**config.mk**
```make
export PLATFORM = sky130hd
export DESIGN_NAME = calc_io_frontend
export DESIGN_NICKNAME = d
export VERILOG_FILES = /design/src/rtl/calc_io_frontend.sv
export SDC_FILE = /design/constraint.sdc
export NUM_CORES = 1
export LEC_CHECK = 0
export ABC_AREA = 0
export CAP_MARGIN = 5
export CORE_MARGIN = 3
export CORE_UTILIZATION = 55
export DETAILED_ROUTE_END_ITERATION = 16
export PLACE_DENSITY = 0.78
export SYNTH_ARGS = -nofsm -noshare
export SYNTH_HDL_FRONTEND = slang
export SYNTH_SLANG_ARGS = --single-unit
```
**constraint.sdc**
```tcl
create_clock -name clock_50m -period 7 [get_ports clock_50m]
set_input_delay 1.4 -clock clock_50m [delete_from_list [all_inputs] [get_ports clock_50m]]
set_output_delay 1.4 -clock clock_50m [all_outputs]
set_load 0.01 [all_outputs]
```
**src/rtl/calc_io_frontend.sv**
```systemverilog
// Calculator board I/O: scan strobes, debounced keypad encoder and
// 6-digit multiplexed 7-segment display driver with binary-to-BCD conversion.
module calc_io_frontend #(
   parameter int SW_DIV  = 250000,
   parameter int FND_DIV = 25000
) (
   input  logic        clock_50m,
   input  logic        rst,
   input  logic [15:0] pb,
   input  logic [31:0] fnd_serial,
   output logic        sw_clk,
   output logic        fnd_clk,
   output logic [4:0]  eBCD,
   output logic        clr,
   output logic [5:0]  fnd_s,
   output logic [7:0]  fnd_d
);
   localparam int SW_W  = (SW_DIV  > 2) ? $clog2(SW_DIV)  : 1;
   localparam int FND_W = (FND_DIV > 2) ? $clog2(FND_DIV) : 1;

   localparam logic [5:0][6:0] G_BLANK = '0;
   localparam logic [5:0][6:0] G_ERR   = {7'h00, 7'h79, 7'h50, 7'h50, 7'h5C, 7'h50};
   localparam logic [5:0][6:0] G_ADD   = {7'h00, 7'h00, 7'h00, 7'h77, 7'h5E, 7'h5E};
   localparam logic [5:0][6:0] G_SUB   = {7'h00, 7'h00, 7'h00, 7'h6D, 7'h1C, 7'h7C};
   localparam logic [5:0][6:0] G_MUL   = {7'h00, 7'h00, 7'h00, 7'h37, 7'h1C, 7'h38};
   localparam logic [5:0][6:0] G_DIV   = {7'h00, 7'h00, 7'h00, 7'h5E, 7'h10, 7'h1C};
   localparam logic [5:0][6:0] G_MOD   = {7'h00, 7'h00, 7'h00, 7'h37, 7'h5C, 7'h5E};
   localparam logic [5:0][6:0] G_HAPPY = {7'h00, 7'h76, 7'h77, 7'h73, 7'h73, 7'h6E};

   function automatic logic [6:0] seg(input logic [3:0] d);
      case (d)
         4'd0: seg = 7'h3F;
         4'd1: seg = 7'h06;
         4'd2: seg = 7'h5B;
         4'd3: seg = 7'h4F;
         4'd4: seg = 7'h66;
         4'd5: seg = 7'h6D;
         4'd6: seg = 7'h7D;
         4'd7: seg = 7'h07;
         4'd8: seg = 7'h7F;
         4'd9: seg = 7'h6F;
         default: seg = 7'h00;
      endcase
   endfunction

   // Reset asserts asynchronously, releases two clocks after rst drops.
   logic [1:0] rst_ff;
   logic       rst_i;
   always_ff @(posedge clock_50m or posedge rst) begin
      if (rst) rst_ff <= 2'b11;
      else     rst_ff <= {rst_ff[0], 1'b0};
   end
   assign rst_i = rst_ff[1];

   logic [SW_W-1:0]  sw_cnt;
   logic [FND_W-1:0] fnd_cnt;
   logic             sw_tick, fnd_tick;

   always_ff @(posedge clock_50m or posedge rst_i) begin
      if (rst_i) begin
         sw_cnt  <= '0;
         sw_clk  <= 1'b0;
         sw_tick <= 1'b0;
      end else begin
         sw_cnt  <= (sw_cnt == SW_W'(SW_DIV - 1)) ? '0 : sw_cnt + 1'b1;
         sw_tick <= (sw_cnt == '0);
         if (sw_cnt == '0 || sw_cnt == SW_W'(SW_DIV / 2)) sw_clk <= ~sw_clk;
      end
   end

   always_ff @(posedge clock_50m or posedge rst_i) begin
      if (rst_i) begin
         fnd_cnt  <= '0;
         fnd_clk  <= 1'b0;
         fnd_tick <= 1'b0;
      end else begin
         fnd_cnt  <= (fnd_cnt == FND_W'(FND_DIV - 1)) ? '0 : fnd_cnt + 1'b1;
         fnd_tick <= (fnd_cnt == '0);
         if (fnd_cnt == '0 || fnd_cnt == FND_W'(FND_DIV / 2)) fnd_clk <= ~fnd_clk;
      end
   end

   // Keypad: synchronise the raw buttons, then compare successive strobe samples.
   logic [15:0] pb_s0, pb_s1, key_last, key_now;
   logic        released, one_hot;
   logic [3:0]  key_idx;

   assign key_now = ~pb_s1;
   assign one_hot = (key_now != 16'h0) && ((key_now & (key_now - 16'h1)) == 16'h0);

   always_comb begin
      key_idx = 4'd0;
      for (int i = 0; i < 16; i++)
         if (key_now[i]) key_idx = 4'(i);
   end

   always_ff @(posedge clock_50m or posedge rst_i) begin
      if (rst_i) begin
         pb_s0    <= '1;
         pb_s1    <= '1;
         key_last <= '0;
         released <= 1'b1;
         eBCD     <= '0;
         clr      <= 1'b0;
      end else begin
         pb_s0 <= pb;
         pb_s1 <= pb_s0;
         eBCD  <= '0;
         clr   <= 1'b0;
         if (sw_tick) begin
            key_last <= key_now;
            if (key_now == key_last) begin
               if (released && one_hot) begin
                  eBCD     <= {1'b1, key_idx};
                  clr      <= (key_idx == 4'd15);
                  released <= 1'b0;
               end else if (key_now == 16'h0) begin
                  released <= 1'b1;
               end
            end
         end
      end
   end

   // Display conversion
   typedef enum logic [1:0] {IDLE, CONV, DONE} conv_t;
   conv_t           st;
   logic [31:0]     val_q, cur_val;
   logic            loaded, neg;
   logic [19:0]     bin, mag;
   logic [23:0]     bcd, bcd_adj;
   logic [4:0]      step;
   logic [5:0][6:0] glyph, num_glyph, msg_glyph;
   logic            is_msg, out_rng;

   assign mag     = val_q[31] ? 20'(~val_q + 32'd1) : val_q[19:0];
   assign out_rng = ($signed(val_q) > 32'sd999999) || ($signed(val_q) < -32'sd99999);

   always_comb begin
      is_msg    = 1'b1;
      msg_glyph = G_BLANK;
      case (val_q)
         32'h00CC_0000: msg_glyph = G_BLANK;
         32'h00EE_0000: msg_glyph = G_ERR;
         32'h0010_0000: msg_glyph = G_ADD;
         32'h0020_0000: msg_glyph = G_SUB;
         32'h0030_0000: msg_glyph = G_MUL;
         32'h0040_0000: msg_glyph = G_DIV;
         32'h0050_0000: msg_glyph = G_MOD;
         32'h00A0_0000: msg_glyph = G_HAPPY;
         default:       is_msg    = 1'b0;
      endcase
   end

   always_comb begin
      bcd_adj = bcd;
      for (int d = 0; d < 6; d++)
         if (bcd[4*d +: 4] >= 4'd5) bcd_adj[4*d +: 4] = bcd[4*d +: 4] + 4'd3;
   end

   // Leading zeros blank; the sign sits just left of the top nonzero digit.
   always_comb begin
      int msd;
      msd       = 0;
      num_glyph = G_BLANK;
      for (int i = 0; i < 6; i++)
         if (bcd[4*i +: 4] != 4'd0) msd = i;
      for (int i = 0; i < 6; i++) begin
         if (i <= msd)                 num_glyph[i] = seg(bcd[4*i +: 4]);
         else if (neg && i == msd + 1) num_glyph[i] = 7'h40;
      end
   end

   always_ff @(posedge clock_50m or posedge rst_i) begin
      if (rst_i) begin
         val_q   <= '0;
         cur_val <= '0;
         loaded  <= 1'b0;
         neg     <= 1'b0;
         bin     <= '0;
         bcd     <= '0;
         step    <= '0;
         glyph   <= G_BLANK;
         st      <= IDLE;
      end else begin
         val_q <= fnd_serial;
         if (!loaded || val_q != cur_val) begin
            loaded  <= 1'b1;
            cur_val <= val_q;
            neg     <= val_q[31];
            bin     <= mag;
            bcd     <= '0;
            step    <= '0;
            st      <= IDLE;
            if (is_msg)       glyph <= msg_glyph;
            else if (out_rng) glyph <= G_ERR;
            else              st    <= CONV;
         end else begin
            case (st)
               CONV: begin
                  bcd  <= {bcd_adj[22:0], bin[19]};
                  bin  <= {bin[18:0], 1'b0};
                  step <= step + 5'd1;
                  if (step == 5'd19) st <= DONE;
               end
               DONE: begin
                  glyph <= num_glyph;
                  st    <= IDLE;
               end
               default: st <= IDLE;
            endcase
         end
      end
   end

   // Scan: the first tick after reset lands on digit 0.
   logic [2:0] scan_idx, scan_nxt;
   logic       scan_on;

   assign scan_nxt = (!scan_on || scan_idx == 3'd5) ? 3'd0 : scan_idx + 3'd1;

   always_ff @(posedge clock_50m or posedge rst_i) begin
      if (rst_i) begin
         scan_idx <= '0;
         scan_on  <= 1'b0;
         fnd_s    <= 6'b111111;
         fnd_d    <= '0;
      end else if (fnd_tick) begin
         scan_idx <= scan_nxt;
         scan_on  <= 1'b1;
         fnd_s    <= ~(6'b000001 << scan_nxt);
         fnd_d    <= {1'b0, glyph[scan_nxt]};
      end
   end
endmodule

```
== Word level (Yosys, flattened, before mapping) ==
Memories as Yosys holds them, arrays and structs flattened.
Index checks and enable logic that the tools add are counted.

* Add/sub/neg operators: 13
* $lt $le $gt $ge: 15
* Eq/ne operators: 26
* Shift operators: 1
* Muxes and demuxes: 69
* Bitwise gates (word level): 6
* Reduce and logical (&&, ||, !) cells: 32

{| class="wikitable"
|+ Operators with widths
! kind !! count
|-
| $pmux W35 S7 || 1
|-
| $mux W42 || 4
|-
| $mux W32 || 4
|-
| $eq A32 B24 Y1 const B || 3
|-
| $mux W7 || 13
|-
| $mux W4 || 19
|-
| $eq A3 B32 Y1 const A || 2
|-
| $eq A32 B22 Y1 const B || 2
|-
| $eq A32 B23 Y1 const B || 2
|-
| $eq A4 B32 Y1 const A || 2
|-
| $le A3 B32 Y1 const A || 2
|-
| $le A4 B32 Y1 const A || 2
|-
| $mux W20 || 3
|-
| $mux W24 || 2
|-
| $add A32 B2 Y32 const B || 1
|-
| $eq A2 B32 Y1 const A || 1
|-
| $eq A32 B21 Y1 const B || 1
|-
| $gt A32 B21 Y1 const B || 1
|-
| $le A1 B32 Y1 const A || 1
|-
| $le A2 B32 Y1 const A || 1
|-
| $logic_not A16 Y1 || 2
|-
| $logic_not A32 Y1 || 1
|-
| $lt A32 B18 Y1 const B || 1
|-
| $ne A32 B32 Y1 || 1
|-
| 45 further kinds || 90
|}

* Bits in registers: 270
* ROM bits: 672
* Input bits: 50
* Output and inout port bits: 22
* Logic and storage cells: 199
* Memories kept: 6

{| class="wikitable"
|+ Memories
! name !! depth !! bits a word !! read ports !! clocked after Yosys merged registers in !! wr ports !! line !! text
|-
| (no name shown) || 16 || 7 || 1 || 0 || 0 || 31 || <nowiki>case (d)</nowiki>
|-
| (no name shown) || 16 || 7 || 1 || 0 || 0 || 31 ||
|-
| (no name shown) || 16 || 7 || 1 || 0 || 0 || 31 ||
|-
| (no name shown) || 16 || 7 || 1 || 0 || 0 || 31 ||
|-
| (no name shown) || 16 || 7 || 1 || 0 || 0 || 31 ||
|-
| (no name shown) || 16 || 7 || 1 || 0 || 0 || 31 ||
|}

== Longest topological paths before layout ==
Gate-level depths: netlist (run 1).

* Word-level depth: 20
* Mapped depth: 13
* Gate-level depth less buffers: 13

== Worst setup path after synthesis (run 1) ==
Ideal clock, no wire load.

* Kind: register to register
* From: register bcd[5]
* To: register glyph[13] in the netlist's numbering
* Setup time: 0.126 ns
* Data arrival time: 2.479 ns
* Data required time: 6.874 ns
* Setup slack: 4.395 ns
* Stages on the path, launching flop included: 13
* Buffers on the path: 1
* Clock period less this slack: 2.605 ns
* Cell sequence: dfrtp_1 -> clkbuf_1 -> inv_1 -> ha_1 -> nor3b_1 -> o41ai_1 -> a21o_1 -> nand3_1 -> ha_1 -> nor2b_1 -> mux2_2 -> a221oi_1 -> nor2_1

* Longest elaborated chain between the ends: 13
* Elaborated cells on any way between the ends: 15
* Those cells by class: add/sub: 1; order compare: 1; eq/ne: 1; mux: 9; reduce/logical: 2; memory: 1

{| class="wikitable"
|+ Ends and longest elaborated chain
! what !! line !! text
|-
| from (decl) || 131 || <nowiki>logic [23:0] bcd, bcd_adj;</nowiki>
|-
| from (signal assigned) || 201 || <nowiki>bcd <= {bcd_adj[22:0], bin[19]};</nowiki>
|-
| $reduce_bool A4 Y1 || 167 || <nowiki>if (bcd[4*i +: 4] != 4'd0) msd = i;</nowiki>
|-
| $mux W1 || 167 ||
|-
| $mux W32 (4 in series) || 167 ||
|-
| $add A32 B2 Y32 || 170 || <nowiki>else if (neg && i == msd + 1) num_glyph[i] = 7'h40;</nowiki>
|-
| $eq A2 B32 Y1 || 170 ||
|-
| $logic_and A1 B1 Y1 || 170 ||
|-
| $mux W7 || 170 ||
|-
| $mux W7 * || 169 || <nowiki>if (i <= msd) num_glyph[i] = seg(bcd[4*i +: 4]);</nowiki>
|-
| $mux W42 * || 199 || <nowiki>case (st)</nowiki>
|-
| $mux W42 * || 187 || <nowiki>if (!loaded || val_q != cur_val) begin</nowiki>
|-
| to (signal assigned) || 195 || <nowiki>if (is_msg) glyph <= msg_glyph;</nowiki>
|-
| to (signal assigned) || 207 || <nowiki>glyph <= num_glyph;</nowiki>
|-
| to (decl) || 133 || <nowiki>logic [5:0][6:0] glyph, num_glyph, msg_glyph;</nowiki>
|}

Every way passes the cells marked *; elsewhere a longest branch is shown, timed or not. The select of a mux whose other input is x is not followed.
A chain may end at the register's enable or synchronous reset.

== Worst setup path in the final report (run 1) ==
* From: register val_q[31]
* To: register glyph[31] in the netlist's numbering

* Longest elaborated chain between the ends: 5
* Elaborated cells on any way between the ends: 21
* Those cells by class: order compare: 2; eq/ne: 10; mux: 4; reduce/logical: 5

{| class="wikitable"
|+ Ends and longest elaborated chain
! what !! line !! text
|-
| from (decl) || 128 || <nowiki>logic [31:0] val_q, cur_val;</nowiki>
|-
| from (signal assigned) || 186 || <nowiki>val_q <= fnd_serial;</nowiki>
|-
| branches (longest 5 deep; another with $gt A32 B21 Y1) || n/a ||
|}

Parallel ways; which one is timed is not known.

==> impl_metrics.ini, run 1 <==
[run_status]
status = completed

[placed_design]
place_hpwl_um = 20100
dp_slack_ns = 3.76
placedCellCount = 1727
placement.io_buffers = 70
globalplace.congestion = 0.895
place_area_mm2 = 0.0145

[timing]
fin_worst_skew_ns = 0.0233
maxSlewHeadroom = 0.226
hold_viol_final = 0
hold_slack_ns = 0.355
rsz0062_at_grt = false
setup_violations = 0
finalWorstPathRequiredPeriod_ns = 3.34
min_period_over_period = 0.478
clock.fmax_mhz = 299
worst_pin_slew_ns = 1.14
worst_slack_ns = 3.66
slew_violations = 0
setup_tns_ns = 0

[power]
switching_share = 0.215
pwr-share-seq = 0.474
p_switching_mw = 0.752
clkPwrFrac = 0.481
p_leak_nw = 6.40
powerDensity_mw_per_mm2 = 225
power_mw = 3.50
vdd_drop_max_uv = 235
combPwrFrac = 0.044
p_int_mw = 2.75

[floorplan]
coreArea_mm2 = 0.0245
die_h_um = 164
rows = 57
initial_core_util = 0.564
io_pins = 72
die_area_mm2 = 0.0270
die_w_um = 164

[clock_tree]
cts_setup_buffers = 0
clockBufferDepth = 3
cts_tree = done
cts-root-buf = clkbuf_16
clock_latency_ns = 0.55
cts_inserted_buffers = 29
cts.sinks = 269
cts_hold_buf = 0
cts.repair.resized = 0
clk_pin_slew_ns = 0.06
h-tree-depth = 1

[cells_and_area]
final_util = 0.636
postLayoutCellArea_mm2 = 0.0156
seq_area_mm2 = 0.00678
multi_input_area_mm2 = 0.00633
area_growth_pct = 12.8
n_fill_cell = 1954
antenna_cells = 0
fin_nets = 1530
layout-drive-gt1-share = 0.0915
stdcell_count = 1778

[synthesis]
synth_ff_type = dfrtp_1
synthesis.instances = 1440
ys_seq_elements = 269
synth_edf_count = 0
synthArstFlopShare = 1.00
ys_seq_area_frac = 0.492
postSynthAreaPerCell_um2 = 9.58
synth.distinct_cells = 80
syn-cell-area_mm2 = 0.0138
synth-warning-count = 0

[global_routing]
grt_pass1_vias = 9901
grt_use_total = 0.222
grt_pass1_wl_um = 49500
grt_max_degree = 192
grt_antenna_before_repair = 0
grt-ovfl-total = 0

[setup_path]
cp-start-kind = flop
crit_type = flop to flop
crit_required_ns = 7.47
critical_path.startpoint = val_q[31]
endpoint_kind = flop
reg2reg_from = val_q[31]
arrival_ns = 3.81
crit_path_max_fanout = 25

[flow_run]
max-cap-violations = 0

[detailed_routing]
first_pass_iters = 6
antenna_left = 0
wirelength_um = 29300
met1_length_um = 13600
vias = 10265
wl_met2_um = 13600
highest_layer = met4
drtIter0Drc = 933
dr_wl_met3_um = 1380
vias_per_cell = 5.77
drc = 0
wire_per_inst_um = 16.5

[min_path]
hold_path_startpoint = pb_s0[1]
hold_path_class = flop to flop
## per-layer routing
layer  track usage  up-vias
li1              -     4955
met1         0.321     4985
met2         0.354      276
met3        0.0295       49
met4        0.0592        0
met5             0        -
## cell usage in the layout (no fill, tap or decap), drive strengths merged, types with 8 or more instances in the layout
cell type	Yosys	layout
nand4	24	24
ha	46	46
inv	55	56
o31ai	14	14
clkdlybuf4s50	0	70
or4	10	10
nor4	29	29
nand3	33	33
a221oi	10	10
mux2i	21	21
xor2	63	63
bufinv	0	8
nor3	27	27
clkbuf	82	34
nand2	181	181
a31oi	41	41
dfstp	41	41
o22ai	8	8
nand2b	21	21
xnor2	53	53
nor2b	13	13
mux2	14	14
nor2	114	114
o211ai	8	8
dfrtp	228	228
o21ai	83	83
and3	10	10
a21oi	83	83
## Yosys cell counts, types with 3 or more instances
cell type | number | share of area
dfrtp_1 | 228 | 0.41
nand2_1 | 181 | 0.049
nor2_1 | 113 | 0.031
a21oi_1 | 83 | 0.030
clkbuf_1 | 81 | 0.022
o21ai_0 | 73 | 0.026
xor2_1 | 63 | 0.040
inv_1 | 55 | 0.015
xnor2_1 | 53 | 0.034
ha_1 | 46 | 0.042
a31oi_1 | 41 | 0.019
dfstp_2 | 41 | 0.078
nand3_1 | 33 | 0.012
nor4_1 | 25 | 0.011
buf_2 | 24 | 0.0087
nor3_1 | 24 | 0.0087
nand4_1 | 23 | 0.010
nand2b_1 | 21 | 0.0095
mux2i_1 | 20 | 0.015
mux2_2 | 14 | 0.011
nor2b_1 | 13 | 0.0059
o31ai_1 | 13 | 0.0071
a221oi_1 | 10 | 0.0063
and3_1 | 10 | 0.0045
o21ai_1 | 10 | 0.0036
or4_1 | 9 | 0.0049
o22ai_1 | 8 | 0.0036
a22oi_1 | 7 | 0.0038
o211ai_1 | 7 | 0.0038
a21o_1 | 6 | 0.0033
nor3b_1 | 6 | 0.0033
a22o_1 | 5 | 0.0032
and2_1 | 5 | 0.0023
and4_1 | 5 | 0.0032
o21a_1 | 5 | 0.0027
or2_2 | 5 | 0.0023
a21boi_0 | 4 | 0.0022
a221o_1 | 4 | 0.0029
a311oi_1 | 4 | 0.0025
buf_1 | 4 | 0.0011
or3_1 | 4 | 0.0018
a211oi_1 | 3 | 0.0016
buf_4 | 3 | 0.0016
## logic make-up after synthesis
kind of cell / after synthesis / synth area share
simple gates: 497 / 0.178
compound gates: 304 / 0.136
buf+inv: 170 / 0.0504
mux: 35 / 0.0269
xor+xnor: 116 / 0.0737
fa+ha+maj: 47 / 0.0425
other cells: 2 / 0.000544
flops: 269 / 0.492
## worst max-delay path, cell delays in order, from the launching register on
cell and delay, ns:
dfrtp_1 0.77, xor2_1 0.18, nor4_1 0.33, nand4_1 0.14
nor4_2 0.53, mux2i_2 1.00, nor2_1 0.13, a31oi_1 0.18
## area by class of cell
cell class              instances  area share
multi-input cells            1002       0.407
clock buffers                  34      0.0492
inverters                      55      0.0135
clock inverters                17      0.0191
well taps                     324      0.0261
flip-flops and latches        269       0.436
repair buffers                 77      0.0492
## power groups by stage
stage	Combinational (mW)	Clock, mW	Sequential (mW)
final	0.156	1.69	1.66
after CTS	0.158	1.72	1.66
after global placement	0.154	0	1.69
after global routing	0.177	1.79	1.67
after floorplan	0.126	0	1.66
after detailed placement	0.157	0	1.69
## state kept, by name, indices dropped and copies added (netlist names), 2 cells and up
| name | flops |
|---|---|
| bcd | 24 |
| bin | 20 |
| cur_val | 32 |
| eBCD | 5 |
| fnd_cnt | 15 |
| fnd_d | 7 |
| fnd_s | 6 |
| glyph | 42 |
| key_last | 16 |
| pb_s0 | 16 |
| pb_s1 | 16 |
| rst_ff | 2 |
| scan_idx | 3 |
| st | 2 |
| step | 5 |
| sw_cnt | 18 |
| val_q | 32 |
## worst paths after layout
check | to | slack, ns | cells after the start
min | pb_s1[1] | 0.36 | 0
max reg2reg | glyph[31] | 3.66 | 7
min in group asynchronous | sw_cnt[9] | 0.57 | 2
max | glyph[31] | 3.66 | 7
max in group asynchronous | bin[16] | 4.86 | 3
min reg2reg | pb_s1[1] | 0.36 | 0
Power figures use the tool's default switching activity.
==> inputs of run 2 (changes only) <==
--- a/config.mk
+++ b/config.mk
@@ -8,9 +8,9 @@
 export ABC_AREA = 0
 export CAP_MARGIN = 5
 export CORE_MARGIN = 3
-export CORE_UTILIZATION = 55
+export CORE_UTILIZATION = 61
 export DETAILED_ROUTE_END_ITERATION = 16
-export PLACE_DENSITY = 0.78
+export PLACE_DENSITY = 0.82
 export SYNTH_ARGS = -nofsm -noshare
 export SYNTH_HDL_FRONTEND = slang
 export SYNTH_SLANG_ARGS = --single-unit
==> constraint.sdc (replaced) <==
create_clock -name clock_50m -period 3.39 [get_ports clock_50m]
set_input_delay 0.678 -clock clock_50m [delete_from_list [all_inputs] [get_ports clock_50m]]
set_output_delay 0.678 -clock clock_50m [all_outputs]
set_load 0.01 [all_outputs]
==> impl_metrics.ini, run 2 (synthesized netlist as in run 1, its figures left out) <==
[floorplan]
die_h_um = 156
coreArea_mm2 = 0.0220
die_w_um = 156
rows = 54
initial_core_util = 0.626
io_pins = 72
die_area_mm2 = 0.0245

[global_routing]
grt-ovfl-total = 0
grt_pass1_vias = 10208
grt_use_total = 0.248
grt_max_degree = 83
grt_pass1_wl_um = 50500
grt_antenna_before_repair = 0

[setup_path]
crit_path_max_fanout = 45
cp-start-kind = flop
crit_required_ns = 3.85
cpLargestDelayFamily = simple AND/OR/NAND/NOR gates
path_buf_inv = 1
slowest_delay_ns = 0.60
arrival_ns = 3.43
crit_chain = xor2_1 -> nor4_1 -> nand4_1 -> or4_1 -> buf_4 -> nor3_4 -> a21oi_1 -> o21ai_0
cp_slowest_cell = dfrtp_1
endpoint_kind = flop
crit_type = flop to flop

[timing]
min_period_over_period = 0.876
fin_worst_skew_ns = 0.0152
setup_violations = 0
maxSlewHeadroom = 0.287
rsz0062_at_grt = false
finalWorstPathRequiredPeriod_ns = 2.97
worst_pin_slew_ns = 1.07
clock.fmax_mhz = 337
hold_slack_ns = 0.354
hold_viol_final = 0
setup_tns_ns = 0
slew_violations = 0

[clock_tree]
cts_inserted_buffers = 28
cts_tree = done
cts.sinks = 269
cts.repair.resized = 0
clock_latency_ns = 0.54
clockBufferDepth = 3
cts_setup_buffers = 0
h-tree-depth = 1
cts-root-buf = clkbuf_16
cts_hold_buf = 0
clk_pin_slew_ns = 0.07

[flow_run]
max-cap-violations = 0

[cells_and_area]
fin_nets = 1541
largest_registers = glyph: 42 flops, cur_val: 32 flops, val_q: 32 flops
area_growth_pct = 12.5
layout-drive-gt1-share = 0.0977
stdcell_count = 1743
largest_register_ff_count = 42
antenna_cells = 0
final_common_cell = dfrtp_1
n_fill_cell = 1589
top_register = glyph
layout_common_cells = 228 x dfrtp_1, 181 x nand2_1, 113 x nor2_1
final_util = 0.705

[placed_design]
placedCellCount = 1695
globalplace.congestion = 0.921
placement.io_buffers = 70
place_hpwl_um = 20800

[power]
powerDensity_mw_per_mm2 = 441
p_int_mw = 5.29
pwr-share-seq = 0.500
clkPwrFrac = 0.449
combPwrFrac = 0.051
p_leak_nw = 6.43
p_switching_mw = 1.56
vdd_drop_max_uv = 428
power_mw = 6.84
switching_share = 0.227

[min_path]
hold_path_class = flop to flop

[detailed_routing]
first_pass_iters = 8
wirelength_um = 29800
drc = 0
drtIter0Drc = 1089
wire_per_inst_um = 17.1
antenna_left = 0
vias_per_cell = 5.98
vias = 10427

[run_status]
status = completed
-- run 2: cell count changes in the layout (fill, tap and decap cells not counted) --
cell,previous run,this run
inv_6,2,3
buf_4,6,13
clkbuf_1,3,2
buf_12,1,6
clkinv_2,5,4
clkbuf_16,29,30
bufinv_16,8,2
inv_4,0,1
clkinv_4,0,3
clkinvlp_4,3,2
-- run 2: routing by layer --
metal | global-route usage | part of all wire | vias to the layer above
li1 | - | - | 4962
met2 | 0.409 | 0.47 | 341
met3 | 0.0337 | 0.053 | 59
met1 | 0.351 | 0.45 | 5065
met4 | 0.0629 | 0.023 | 0
met5 | 0 | 0 | -
-- run 2: power groups by stage --
stage | Clock (mW) | Sequential, mW | Combinational [mW]
floorplan | 0 | 3.43 | 0.260
global route | 3.25 | 3.43 | 0.389
global placement | 0 | 3.47 | 0.340
detailed placement | 0 | 3.48 | 0.346
finish | 3.07 | 3.42 | 0.346
CTS | 3.12 | 3.42 | 0.349
-- run 2: layout make-up --
| type | count | area, µm² | area share |
|---|---|---|---|
| sequential | 269 | 6780 | 0.437 |
| timing repair buffer | 89 | 918 | 0.0592 |
| clock buffer | 34 | 786 | 0.0506 |
| inverter | 55 | 210 | 0.0135 |
| multi-input combinational | 1002 | 6330 | 0.408 |
| tap | 280 | 350 | 0.0226 |
| clock inverter | 14 | 146 | 0.00943 |
-- run 2: final timing paths --
check | startpoint | to | slack (ns) | depth (start not counted)
setup / recovery | val_q[20] | glyph[14] | 0.42 | 8
hold / removal | pb_s0[0] | pb_s1[0] | 0.35 | 0
setup reg to reg | val_q[20] | glyph[14] | 0.42 | 8
hold reg to reg | pb_s0[0] | pb_s1[0] | 0.35 | 0
max in group asynchronous | rst_ff[1] | pb_s0[15] | 2.18 | 2
min in group asynchronous | rst_ff[1] | sw_tick | 0.36 | 1
-- run 2: worst reg2reg max path: stages, from the launching register on --
cell     delay (ns)
dfrtp_1        0.60
xor2_1         0.20
nor4_1         0.33
nand4_1        0.22
or4_1          0.57
buf_4          0.30
nor3_4         0.39
a21oi_1        0.11
o21ai_0        0.17
-- run 2: through the flow --
step / worst slack [ns] / area, µm²
CTS: 0.479 / 15500
global route: 0.242 / 15500
global placement: 0.545 / 14600
finish: 0.419 / 15500
detailed placement: 0.521 / 14600
floorplan: -0.475 / 13800
==> inputs of run 3 (changes only) <==
--- a/config.mk
+++ b/config.mk
@@ -7,10 +7,12 @@
 export LEC_CHECK = 0
 export ABC_AREA = 0
 export CAP_MARGIN = 5
+export CELL_PAD_IN_SITES_DETAIL_PLACEMENT = 0
+export CELL_PAD_IN_SITES_GLOBAL_PLACEMENT = 2
 export CORE_MARGIN = 3
-export CORE_UTILIZATION = 61
+export CORE_UTILIZATION = 39
 export DETAILED_ROUTE_END_ITERATION = 16
-export PLACE_DENSITY = 0.82
+export PLACE_DENSITY = 0.81
 export SYNTH_ARGS = -nofsm -noshare
 export SYNTH_HDL_FRONTEND = slang
 export SYNTH_SLANG_ARGS = --single-unit
==> impl_metrics.ini, run 3 (synthesized netlist as in run 1, its figures left out) <==
[flow_run]
max-cap-violations = 0

[global_routing]
grt_max_degree = 65
grt_antenna_before_repair = 0
grt-ovfl-total = 0
grt_use_total = 0.178
grt_pass1_vias = 10325
grt_pass1_wl_um = 56100

[power]
p_leak_nw = 6.59
power_mw = 7.45
p_int_mw = 5.75
clkPwrFrac = 0.492
powerDensity_mw_per_mm2 = 464
p_switching_mw = 1.69
vdd_drop_max_uv = 422
pwr-share-seq = 0.458
switching_share = 0.227
combPwrFrac = 0.050

[setup_path]
critical_path.startpoint = val_q[18]
crit_required_ns = 3.87
endpoint_kind = flop
crit_type = flop to flop
arrival_ns = 3.55
timing.rr.end = glyph[15]
cp-start-kind = flop
crit_path_max_fanout = 40
reg2reg_from = val_q[18]
rr_worst_depth = 8
r2r_slack_ns = 0.32

[detailed_routing]
drtIter0Drc = 559
wirelength_um = 33500
vias_per_cell = 5.20
drc = 0
wire_per_inst_um = 17.3
vias = 10094
first_pass_iters = 5
antenna_left = 0

[floorplan]
die_w_um = 194
die_h_um = 194
rows = 68
initial_core_util = 0.397
io_pins = 72
die_area_mm2 = 0.0377
coreArea_mm2 = 0.0347

[clock_tree]
cts.sinks = 269
cts-root-buf = clkbuf_16
cts.repair.resized = 0
cts_inserted_buffers = 31
clk_pin_slew_ns = 0.06
cts_hold_buf = 0
cts_setup_buffers = 0
h-tree-depth = 1
cts_tree = done
clock_latency_ns = 0.57
clockBufferDepth = 3

[run_status]
status = completed

[timing]
min_period_over_period = 0.905
maxSlewHeadroom = 0.363
setup_violations = 0
hold_viol_final = 0
fin_worst_skew_ns = 0.0123
slew_violations = 0
setup_tns_ns = 0
finalWorstPathRequiredPeriod_ns = 3.07
rsz0062_at_grt = false
worst_pin_slew_ns = 0.948
clock.fmax_mhz = 326

[cells_and_area]
seq_area_mm2 = 0.00678
fin_nets = 1559
multi_input_area_mm2 = 0.00633
final_common_cell = dfrtp_1
area_growth_pct = 16.3
largest_registers = glyph: 42 flops, cur_val: 32 flops, val_q: 32 flops
antenna_cells = 0
layout-drive-gt1-share = 0.114
largest_register_ff_count = 42
n_fill_cell = 3330
layout_common_cells = 228 x dfrtp_1, 181 x nand2_1, 113 x nor2_1
top_register = glyph

[min_path]
hold-path-endpoint = pb_s1[8]
hold_path_class = flop to flop
holdPathStages = 0
hold_path_startpoint = pb_s0[8]

[placed_design]
place_hpwl_um = 23700
globalplace.congestion = 0.845
placement.io_buffers = 70
[run 3: cell count changes in the layout (fill, tap and decap cells not counted), sizes merged]
cell and delta:
buf +15, inv -2, clkinvlp +4, clkbuf +4, bufinv +4
[run 3: how the worst max path moves through the flow]
stage                     cells after the start         to  slack [ns]
final                                         8  glyph[15]        0.32
after detailed placement                      8  glyph[20]        0.33
after global routing                          9   glyph[5]        0.02
after global placement                        8  glyph[20]        0.40
after CTS                                     8  glyph[20]        0.34
after floorplan                               1     bcd[0]       -0.47
[run 3: power by group through the flow]
| stage | Combinational [mW] | Clock, mW | Sequential, mW |
|---|---|---|---|
| finish | 0.375 | 3.66 | 3.41 |
| global route | 0.423 | 3.91 | 3.42 |
| CTS | 0.384 | 3.78 | 3.41 |
| detailed placement | 0.381 | 0 | 3.47 |
| global placement | 0.381 | 0 | 3.46 |
| floorplan | 0.260 | 0 | 3.43 |
[run 3: area by class of cell]
class                      count  share of cell area
clock inverter                20              0.0171
multi-input combinational   1002               0.394
tap                          455              0.0355
timing repair buffer         104              0.0635
clock buffer                  38              0.0538
sequential                   269               0.423
inverter                      55              0.0131
[run 3: layer usage]
metal / track usage / vias to the layer above / share of wire / wire length [µm]
met5: 0 / - / 0 / 0
met4: 0.0386 / 0 / 0.021 / 717
met3: 0.0276 / 48 / 0.033 / 1110
met2: 0.284 / 133 / 0.45 / 15100
met1: 0.258 / 4904 / 0.49 / 16600
li1: - / 5009 / - / -
[run 3: per-stage QoR]
stage / worst slack [ns] / cell area [µm²] / hold slack (ns) / std cells / utilization
global placement: 0.399 / 14900 / 0.346 / 1885 / 0.430
floorplan: -0.475 / 13800 / 0.345 / 1441 / -
CTS: 0.335 / 16000 / 0.355 / 1943 / 0.462
finish: 0.321 / 16000 / 0.354 / 1943 / 0.462
detailed placement: 0.327 / 14900 / 0.347 / 1885 / 0.430
global route: 0.0211 / 16000 / 0.359 / 1943 / 0.462
[run 3: critical path: stages (launching register included)]
cell      delay (ns)
dfrtp_1         0.51
nand4_1         0.19
or4_1           0.58
or4_1           0.43
o211ai_2        0.13
mux2_2          0.69
buf_4           0.29
nand2_1         0.06
o21ai_0         0.07
